### src/rtl/asconp_sched.sv
// Ascon-p scheduler: round-robin arbitration between two requesters, state register and round sequencing.
// Optional abort input is enabled with `define ASCONP_SCHED_ABORT_EN.

module asconp #(
   parameter int unsigned UROL = 1
) (
   input  logic [3:0]   round_cnt,
   input  logic [319:0] state_in,
   output logic [319:0] state_out
);

   function automatic logic [63:0] ror(input logic [63:0] v, input int unsigned n);
      return (v >> n) | (v << (64 - n));
   endfunction

   // Round constant for round index 12 - round_cnt + i of p12.
   function automatic logic [7:0] rc_of(input logic [3:0] cnt, input int unsigned i);
      logic [3:0] r;
      r = 4'(4'd12 - cnt + 4'(i));
      return {4'hf - r, r};
   endfunction

   function automatic logic [319:0] round(input logic [319:0] s, input logic [7:0] rc);
      logic [63:0] x0, x1, x2, x3, x4;
      logic [63:0] t0, t1, t2, t3, t4;
      x0 = s[319:256];
      x1 = s[255:192];
      x2 = s[191:128] ^ {56'd0, rc};
      x3 = s[127:64];
      x4 = s[63:0];
      // Bitsliced 5-bit S-box
      x0 ^= x4;
      x4 ^= x3;
      x2 ^= x1;
      t0 = ~x0 & x1;
      t1 = ~x1 & x2;
      t2 = ~x2 & x3;
      t3 = ~x3 & x4;
      t4 = ~x4 & x0;
      x0 ^= t1;
      x1 ^= t2;
      x2 ^= t3;
      x3 ^= t4;
      x4 ^= t0;
      x1 ^= x0;
      x0 ^= x4;
      x3 ^= x2;
      x2 = ~x2;
      // Linear diffusion layer
      x0 ^= ror(x0, 19) ^ ror(x0, 28);
      x1 ^= ror(x1, 61) ^ ror(x1, 39);
      x2 ^= ror(x2, 1)  ^ ror(x2, 6);
      x3 ^= ror(x3, 10) ^ ror(x3, 17);
      x4 ^= ror(x4, 7)  ^ ror(x4, 41);
      return {x0, x1, x2, x3, x4};
   endfunction

   logic [319:0] stage [UROL+1];

   assign stage[0] = state_in;

   for (genvar i = 0; i < int'(UROL); i++) begin : g_round
      assign stage[i+1] = round(stage[i], rc_of(round_cnt, i));
   end

   assign state_out = stage[UROL];

endmodule

module asconp_sched (
   input  logic         clk,
   input  logic         rst_n,
`ifdef ASCONP_SCHED_ABORT_EN
   input  logic         abort,
`endif
   input  logic         req0_valid,
   output logic         req0_ready,
   input  logic [3:0]   req0_rounds,
   input  logic [319:0] req0_state,
   input  logic         req1_valid,
   output logic         req1_ready,
   input  logic [3:0]   req1_rounds,
   input  logic [319:0] req1_state,
   output logic         out_valid,
   input  logic         out_ready,
   output logic [319:0] out_state,
   output logic         out_tag,
   output logic         out_err
);

   localparam int unsigned UROL       = 1;
   localparam int unsigned MAX_ROUNDS = 12;

   // Round counts accepted for the configured unroll factor.
   function automatic logic [15:0] legal_mask();
      logic [15:0] m;
      m = '0;
      for (int unsigned r = 1; r <= MAX_ROUNDS; r++) begin
         if (r % UROL == 0) m[r] = 1'b1;
      end
      return m;
   endfunction

   localparam logic [15:0] LEGAL = legal_mask();

   typedef enum logic [1:0] {
      IDLE = 2'd0,
      RUN  = 2'd1,
      DONE = 2'd2
   } state_t;

   state_t       st, st_nxt;
   logic [3:0]   rcnt, rcnt_nxt;
   logic [319:0] sreg, sreg_nxt;
   logic         tag, tag_nxt;
   logic         err, err_nxt;
   logic         last_gnt, last_gnt_nxt;
   logic         valid_q;
   logic [319:0] perm_out;

   logic         gnt_c;
   logic         acc_c;
   logic [3:0]   rounds_c;

   asconp #(.UROL(UROL)) u_perm (
      .round_cnt (rcnt),
      .state_in  (sreg),
      .state_out (perm_out)
   );

   // State register and job bookkeeping
   always_ff @(posedge clk) begin
      if (!rst_n) begin
         st       <= IDLE;
         rcnt     <= 4'd0;
         sreg     <= '0;
         tag      <= 1'b0;
         err      <= 1'b0;
         last_gnt <= 1'b1;
         valid_q  <= 1'b0;
      end else begin
         st       <= st_nxt;
         rcnt     <= rcnt_nxt;
         sreg     <= sreg_nxt;
         tag      <= tag_nxt;
         err      <= err_nxt;
         last_gnt <= last_gnt_nxt;
         valid_q  <= (st_nxt == DONE);
      end
   end

   // Arbitration, accept and round sequencing
   always_comb begin
      st_nxt       = st;
      rcnt_nxt     = rcnt;
      sreg_nxt     = sreg;
      tag_nxt      = tag;
      err_nxt      = err;
      last_gnt_nxt = last_gnt;
      req0_ready   = 1'b0;
      req1_ready   = 1'b0;
      acc_c        = 1'b0;

      // Contention goes to the requester not served last
      gnt_c    = (req0_valid && req1_valid) ? ~last_gnt : req1_valid;
      rounds_c = gnt_c ? req1_rounds : req0_rounds;

      case (st)
         IDLE: begin
            req0_ready = req0_valid & ~gnt_c;
            req1_ready = req1_valid & gnt_c;
            acc_c      = req0_valid | req1_valid;
            if (acc_c) begin
               sreg_nxt     = gnt_c ? req1_state : req0_state;
               tag_nxt      = gnt_c;
               last_gnt_nxt = gnt_c;
               if (LEGAL[rounds_c]) begin
                  err_nxt  = 1'b0;
                  rcnt_nxt = rounds_c;
                  st_nxt   = RUN;
               end else begin
                  err_nxt = 1'b1;
                  st_nxt  = DONE;
               end
            end
         end
         RUN: begin
            sreg_nxt = perm_out;
            rcnt_nxt = rcnt - 4'(UROL);
            if (rcnt == 4'(UROL)) st_nxt = DONE;
`ifdef ASCONP_SCHED_ABORT_EN
            if (abort) begin
               st_nxt   = IDLE;
               rcnt_nxt = 4'd0;
            end
`endif
         end
         DONE: begin
            if (out_ready) begin
               st_nxt  = IDLE;
               err_nxt = 1'b0;
            end
         end
         default: st_nxt = IDLE;
      endcase
   end

   assign out_valid = valid_q;
   assign out_state = sreg;
   assign out_tag   = tag;
   assign out_err   = err;

endmodule

### config.mk
export PLATFORM = sky130hd
export DESIGN_NAME = asconp_sched
export DESIGN_NICKNAME = d
export VERILOG_FILES = /design/src/rtl/asconp_sched.sv
export SDC_FILE = /design/constraint.sdc
export NUM_CORES = 2
export LEC_CHECK = 0
export CAP_MARGIN = 20
export CORE_AREA = 2 2 380 382
export CTS_BUF_LIST = sky130_fd_sc_hd__clkbuf_4 sky130_fd_sc_hd__clkbuf_8
export DETAILED_ROUTE_END_ITERATION = 10
export DIE_AREA = 0 0 382 384
export GPL_ROUTABILITY_DRIVEN = 0
export PLACE_DENSITY = 0.57
export SLEW_MARGIN = 25
export SYNTH_ARGS = -nofsm -noshare
export SYNTH_HDL_FRONTEND = slang
export SYNTH_HIERARCHICAL = 1
export SYNTH_SLANG_ARGS = --single-unit
### constraint.sdc
create_clock -name clk -period 2.4 [get_ports clk]
set_input_delay 0.48 -clock clk [delete_from_list [all_inputs] [get_ports clk]]
set_output_delay 0.48 -clock clk [all_outputs]
set_load 0.03 [all_outputs]
Yosys cells after proc, flatten, opt, wreduce, memory -nomap -nowiden
Memory sizes are Yosys's and may differ from the RTL's. Cells that the tools add are included. W data, S select, Z words.

Bits in registers: 330. ROM bits: 16. Bits of input ports: 653. Output and inout port bits: 325. Logic and storage cells: 95. Memories: 1.

$add $sub $neg: 3. Order comparisons: 1. Equal/unequal tests: 7. Muxes and demuxes: 20. Bitwise gates (word level): 48. Reductions and logical operators: 8.

Memory list: (name not given) (depth 16, bits a word 1, read ports 1, clocked after memory_dff 0, write ports 0, RTL line 177) `if (LEGAL[rounds_c]) begin`.

Operators with widths (number): $xor A64 B64 Y64 (21); $mux W320 (2); $pmux W320 S2 (1); $not A64 Y64 (6); $and A64 B64 Y64 (5); $or A23 B64 Y64 (1); $or A25 B64 Y64 (1); $or A3 B64 Y64 (1); $or A36 B64 Y64 (1); $or A45 B64 Y64 (1); $or A47 B64 Y64 (1); $or A54 B64 Y64 (1); $or A57 B64 Y64 (1); $or A58 B64 Y64 (1); $or A63 B64 Y64 (1); $xor A64 B8 Y64 (1); $mux W4 (3); $mux W2 (4); $pmux W4 S2 (1); $sub A4 B4 Y4 const A (2); $mux W1 (7); $ne A2 B2 Y1 const B (3); $pmux W2 S3 (1); $reduce_and A3 Y1 (2); other kinds (13) (18).

Longest topological paths before layout
Word-level depth: 12. Gate-level depth with buffers: 11. Depth with buffers taken out: 11.

By module
The synthesis kept the hierarchy.

By module, submodules not included: asconp_sched (instances 1, cells each 2504, area an instance 16419.5 um2, sequential area each 6606.3 um2); asconp (instances 1, cells each 1772, area an instance 14970.6 um2, sequential area each 0.0 um2).

Least setup slack after synthesis
OpenSTA, ideal clock, no wires.

Path type: register to register. From: register rcnt[0]. To: register sreg[117] (netlist: out_state[117]). Library setup time: 0.128 ns. Data arrival time: 2.389 ns. Required time: 2.272 ns. Path slack: -0.117 ns. Cell stages (with the launch flop): 12. Buffers on the path: 0. Period minus slack after synthesis: 2.517 ns. Cell sequence: dfxtp_1 > inv_1 > ha_1 > xor3_2 > inv_1 > ha_1 > xor2_1 > xnor2_2 > xnor2_1 > xnor2_1 > a21oi_1 > o21ai_1.

Word-level cells in the longest chain between the ends: 10.

Ends and longest elaborated chain: from (decl) (RTL line 113) `logic [3:0] rcnt, rcnt_nxt;`; from (signal assigned) (RTL line 143) `rcnt <= rcnt_nxt;`; $sub A4 B4 Y4 (RTL line 19) `r = 4'(4'd12 - cnt + 4'(i));`; $sub A4 B4 Y4 (RTL line 20) `return {4'hf - r, r};`; $xor A64 B8 Y64 (RTL line 28) `x2 = s[191:128] ^ {56'd0, rc};`; $xor A64 B64 Y64 (RTL line 34) `x2 ^= x1;`; $xor A64 B64 Y64 (RTL line 42) `x2 ^= t3;`; $xor A64 B64 Y64 (RTL line 47) `x3 ^= x2;`; $or A47 B64 Y64 (RTL line 13) `return (v >> n) | (v << (64 - n));`; $xor A64 B64 Y64 (2 in a row) (RTL line 53) `x3 ^= ror(x3, 10) ^ ror(x3, 17);`; via perm_out[117] (RTL line 119) `logic [319:0] perm_out;`; $pmux W320 S2 (RTL line 168) `case (st)`; to (signal assigned) (RTL line 144) `sreg <= sreg_nxt;`; to (decl) (RTL line 114) `logic [319:0] sreg, sreg_nxt;`.

The timed path passes the listed nets, and every way through them passes these cells. A chain may end at the register's enable or synchronous reset.

Worst setup path in the final report
From: register rcnt[1]. To: register sreg[306] (netlist: out_state[306]).

Word-level cells in the longest chain between the ends: 11.

Ends and longest elaborated chain: $sub A4 B4 Y4 (RTL line 19); $sub A4 B4 Y4 (RTL line 20); $xor A64 B8 Y64 (RTL line 28); $xor A64 B64 Y64 (RTL line 34); $and A64 B64 Y64 (RTL line 36) `t1 = ~x1 & x2;`; $xor A64 B64 Y64 (RTL line 40) `x0 ^= t1;`; $xor A64 B64 Y64 (RTL line 46) `x0 ^= x4;`; $or A45 B64 Y64 (RTL line 13); $xor A64 B64 Y64 (2 in a row) (RTL line 50) `x0 ^= ror(x0, 19) ^ ror(x0, 28);`; via perm_out[306] (RTL line 119); $pmux W320 S2 (RTL line 168).

The timed path passes the listed nets, and every way through them passes these cells.

==> reports/qor.json <==
{
  "run_status": {"value": "complete, but fails checks"},
  "failed_checks": {"value": "setup timing"},
  "synth_top_family_by_area": {"value": "XOR/XNOR gates"},
  "die_width": {"value": 382, "unit": "µm"},
  "finalSetupViolations": {"value": 8},
  "simple_gate_share_of_the_synthesized_area": {"value": 14.0, "unit": "%"},
  "detailed_place_hpwl": {"value": 204, "unit": "mm"},
  "synth.top_cell.area_share": {"value": 23.3, "unit": "%"},
  "final.hold.worst_slack": {"value": 0.462, "unit": "ns"},
  "grt_antenna_before_repair": {"value": 62},
  "synthDominantAreaCellType": {"value": "sky130_fd_sc_hd__xnor2_1"},
  "area_delta_synth_final": {"value": 66.1, "unit": "%"},
  "yosys.area_share.adder": {"value": 6.94, "unit": "%"},
  "placed_cells_incl_taps": {"value": 7795},
  "final_cell_count_without_fillers": {"value": 7950},
  "cts_hold_buf": {"value": 0},
  "hold_viol": {"value": 0},
  "post_synth_most_frequent_cells": {"value": "sky130_fd_sc_hd__nand2_1 (1,043), sky130_fd_sc_hd__xnor2_1 (835), sky130_fd_sc_hd__a21oi_1 (621)"},
  "period_needed": {"value": 2.45, "unit": "ns"},
  "worst_r2r_endpoint": {"value": "out_state[306]"},
  "fmax": {"value": 408, "unit": "MHz"},
  "synthMuxAreaShare": {"value": 1.54, "unit": "%"},
  "drt-wirelength-per-cell": {"value": 29.6, "unit": "µm"},
  "yosysMostFrequentCell": {"value": "sky130_fd_sc_hd__nand2_1"},
  "synth_warnings": {"value": 6},
  "layout_nets": {"value": 6752},
  "cts-buffers-inserted": {"value": 67},
  "die_h": {"value": 384, "unit": "µm"},
  "routed_via_density": {"value": 4.81},
  "final.setup.tns": {"value": -0.169, "unit": "ns"},
  "worst-slew-pin-transition": {"value": 0.877, "unit": "ns"},
  "final_max_slew_viol_count": {"value": 0},
  "synth_xor_xnor_area_share": {"value": 34.6, "unit": "%"},
  "top_level_ports": {"value": 978},
  "global_route_wire_length_before_repair": {"value": 308, "unit": "mm"},
  "grt_pass1_vias": {"value": 37067},
  "port_buffers": {"value": 977},
  "first_iter_violations": {"value": 3319},
  "timing.max_slew.rel_slack": {"value": 41.3, "unit": "%"},
  "depth_of_the_worst_hold_timing_path": {"value": 2},
  "final_layout_size_suffix_gt1_share": {"value": 20.8, "unit": "%"},
  "coreArea": {"value": 143000, "unit": "µm²"},
  "timing.final.crit_share": {"value": 102, "unit": "%"},
  "cp-end-kind": {"value": "flip-flop"},
  "worst-endpoint-arrival": {"value": 3.01, "unit": "ns"},
  "path_clk_slew": {"value": 0.06, "unit": "ns"},
  "row_count": {"value": 139},
  "wl": {"value": 236, "unit": "mm"},
  "final_antenna_net_count": {"value": 0},
  "seq_area": {"value": 6620, "unit": "µm²"},
  "worstRegToRegCells": {"value": 12},
  "nFillCells": {"value": 14948},
  "initial_core_util": {"value": 22.0, "unit": "%"},
  "syn-num-nets": {"value": 5060},
  "worstHoldStart": {"value": "out_tag"},
  "worst_clock_skew": {"value": 0.0508, "unit": "ns"},
  "hold_end": {"value": "out_tag"},
  "synth_enable_flop_cells": {"value": 0},
  "global_route.overflow_total": {"value": 0},
  "multi_input_comb_area": {"value": 24200, "unit": "µm²"},
  "detailedRoute.firstPassIterationCount": {"value": 6},
  "cts-root-to-sink-buffers": {"value": 3},
  "timing.rr.start": {"value": "rcnt[1]"},
  "critical_path_required": {"value": 2.96, "unit": "ns"},
  "syn_area": {"value": 31400, "unit": "µm²"},
  "postSynth.topFlopCell": {"value": "sky130_fd_sc_hd__dfxtp_1"},
  "synth-compound-area-share": {"value": 16.3, "unit": "%"},
  "cts-root-buf": {"value": "sky130_fd_sc_hd__clkbuf_8"},
  "worst_setup_path_start_kind": {"value": "flip-flop"},
  "yosys.cell_types.count": {"value": 47},
  "die_area": {"value": 147000, "unit": "µm²"},
  "critical_path.max_fanout": {"value": 3},
  "timing.max_cap.violations": {"value": 0},
  "synth_seq_cells": {"value": 330},
  "r2r_setup_slack": {"value": -0.05, "unit": "ns"},
  "path_class": {"value": "reg -> reg"},
  "synthTopCellsByArea": {"value": "sky130_fd_sc_hd__xnor2_1 (23%), sky130_fd_sc_hd__dfxtp_1 (21%), sky130_fd_sc_hd__nand2_1 (12%), sky130_fd_sc_hd__a21oi_1 (9.9%), sky130_fd_sc_hd__xor2_1 (6.7%)"},
  "routed-via-count": {"value": 38203},
  "sequential_share_of_the_synthesized_area": {"value": 21.0, "unit": "%"},
  "pin_count_of_the_biggest_net_entering_global_routing": {"value": 74},
  "post-place-ws": {"value": -0.337, "unit": "ns"},
  "worstHoldPathType": {"value": "reg -> reg"},
  "syn-mean-instance-area": {"value": 7.34, "unit": "µm²"},
  "synth_cells": {"value": 4276},
  "post-route-worst-setup-slack": {"value": -0.0510, "unit": "ns"},
  "async_set_reset_flop_share_out_of_synthesis": {"value": 0, "unit": "%"},
  "clock_tree.htree_level_count": {"value": 3},
  "grt_use_total": {"value": 30.6, "unit": "%"},
  "tritoncts_clock_tree": {"value": "done"},
  "drc": {"value": 0},
  "clock_latency": {"value": 0.73, "unit": "ns"},
  "unrepaired_setup_endpoints_after_global_routing": {"value": "yes"},
  "cts_sinks": {"value": 330}
}
[area by class of cell]
| type | count | area share (%) |
|---|---|---|
| antenna | 32 | 0.154 |
| clock buffer | 101 | 2.41 |
| clock inverter | 15 | 0.271 |
| inverter | 195 | 1.40 |
| multi-input combinational | 3535 | 46.3 |
| sequential | 330 | 12.7 |
| tap | 1903 | 4.57 |
| timing repair buffer | 1839 | 32.1 |
[repair_timing]
item | CTS | global route
pin swaps | 28 | 43
setup endpoints to repair | 253 | 97
gates resized for setup | 264 | 108
buffers inserted | 2 | 10
endpoints found under the hold margin | 0 | 0
gates cloned | 0 | 0
[cell usage in the layout, fill, tap and decap left out, types with 3 or more instances in the layout]
cell,count
sky130_fd_sc_hd__a21oi_1,615
sky130_fd_sc_hd__a21oi_2,6
sky130_fd_sc_hd__a221oi_1,31
sky130_fd_sc_hd__a221oi_2,8
sky130_fd_sc_hd__buf_12,62
sky130_fd_sc_hd__buf_4,821
sky130_fd_sc_hd__buf_6,5
sky130_fd_sc_hd__clkbuf_4,21
sky130_fd_sc_hd__clkbuf_8,80
sky130_fd_sc_hd__clkdlybuf4s50_1,736
sky130_fd_sc_hd__clkinv_2,8
sky130_fd_sc_hd__dfxtp_1,320
sky130_fd_sc_hd__dfxtp_2,9
sky130_fd_sc_hd__diode_2,32
sky130_fd_sc_hd__dlygate4sd2_1,204
sky130_fd_sc_hd__dlymetal6s2s_1,11
sky130_fd_sc_hd__ha_1,122
sky130_fd_sc_hd__ha_2,3
sky130_fd_sc_hd__ha_4,6
sky130_fd_sc_hd__inv_1,185
sky130_fd_sc_hd__inv_2,10
sky130_fd_sc_hd__inv_6,3
sky130_fd_sc_hd__maj3_1,47
sky130_fd_sc_hd__maj3_2,6
sky130_fd_sc_hd__mux2i_1,45
sky130_fd_sc_hd__nand2_1,1042
sky130_fd_sc_hd__nand3_1,7
sky130_fd_sc_hd__nor2_1,97
sky130_fd_sc_hd__o21ai_0,100
sky130_fd_sc_hd__o21ai_1,205
sky130_fd_sc_hd__xnor2_1,760
sky130_fd_sc_hd__xnor2_2,142
sky130_fd_sc_hd__xnor2_4,13
sky130_fd_sc_hd__xor2_1,218
sky130_fd_sc_hd__xor2_2,25
sky130_fd_sc_hd__xor2_4,4
[per-stage QoR]
stage	utilization (%)	area [µm²]
2_1_floorplan	-	31400
3_3_place_gp	34.8	49700
3_5_place_dp	34.8	49700
4_1_cts	35.9	51300
5_1_grt	36.5	52100
6_report	36.5	52100
[registers in the layout, indices dropped and copies added, names as in the netlist]
register	cells
out_valid	1
rcnt	4
st	2
out_err	1
last_gnt	1
out_state	320
out_tag	1
[critical path, stage by stage, from the launching register on]
cell	delay, ns
sky130_fd_sc_hd__dfxtp_2	0.34
sky130_fd_sc_hd__inv_2	0.06
sky130_fd_sc_hd__ha_4	0.27
sky130_fd_sc_hd__xnor2_4	0.16
sky130_fd_sc_hd__ha_4	0.18
sky130_fd_sc_hd__buf_6	0.12
sky130_fd_sc_hd__xor2_4	0.17
sky130_fd_sc_hd__xnor2_2	0.25
sky130_fd_sc_hd__buf_6	0.20
sky130_fd_sc_hd__xnor2_2	0.08
sky130_fd_sc_hd__xnor2_1	0.14
sky130_fd_sc_hd__a221oi_1	0.26
sky130_fd_sc_hd__nor2_1	0.07
[routing by layer]
metal	GRT usage, %	share of wire [%]	up-vias
li1	-	-	17261
met1	35.8	39	18321
met2	48.0	44	2001
met3	8.64	8.8	580
met4	21.8	8.1	40
met5	0	0.11	-
[how the worst max path moves through the flow]
stage	start	end	slack [ns]	cells after the start
after global routing	rcnt[1]	out_state[306]	-0.14	12
after floorplan	rcnt[0]	out_state[294]	0.004	11
after global placement	rcnt[0]	out_state[302]	-0.35	10
after detailed placement	rcnt[1]	out_state[302]	-0.34	10
final	rcnt[1]	out_state[306]	-0.05	12
after CTS	rcnt[0]	out_state[306]	-0.06	12
[cell families (layout without fill, tap and decap cells)]
kind of cell / after synthesis / count (layout)
mux: 47 / 47
xor+xnor: 1163 / 1163
other cells: 0 / 32
compound gates: 981 / 981
flops: 330 / 330
simple gates: 1160 / 1160
fa+ha+maj: 184 / 184
buf+inv: 411 / 2150
Power is left out: the tool's default activity adds up to more than one toggle a clock period on the data nets, which glitch-free logic cannot reach.
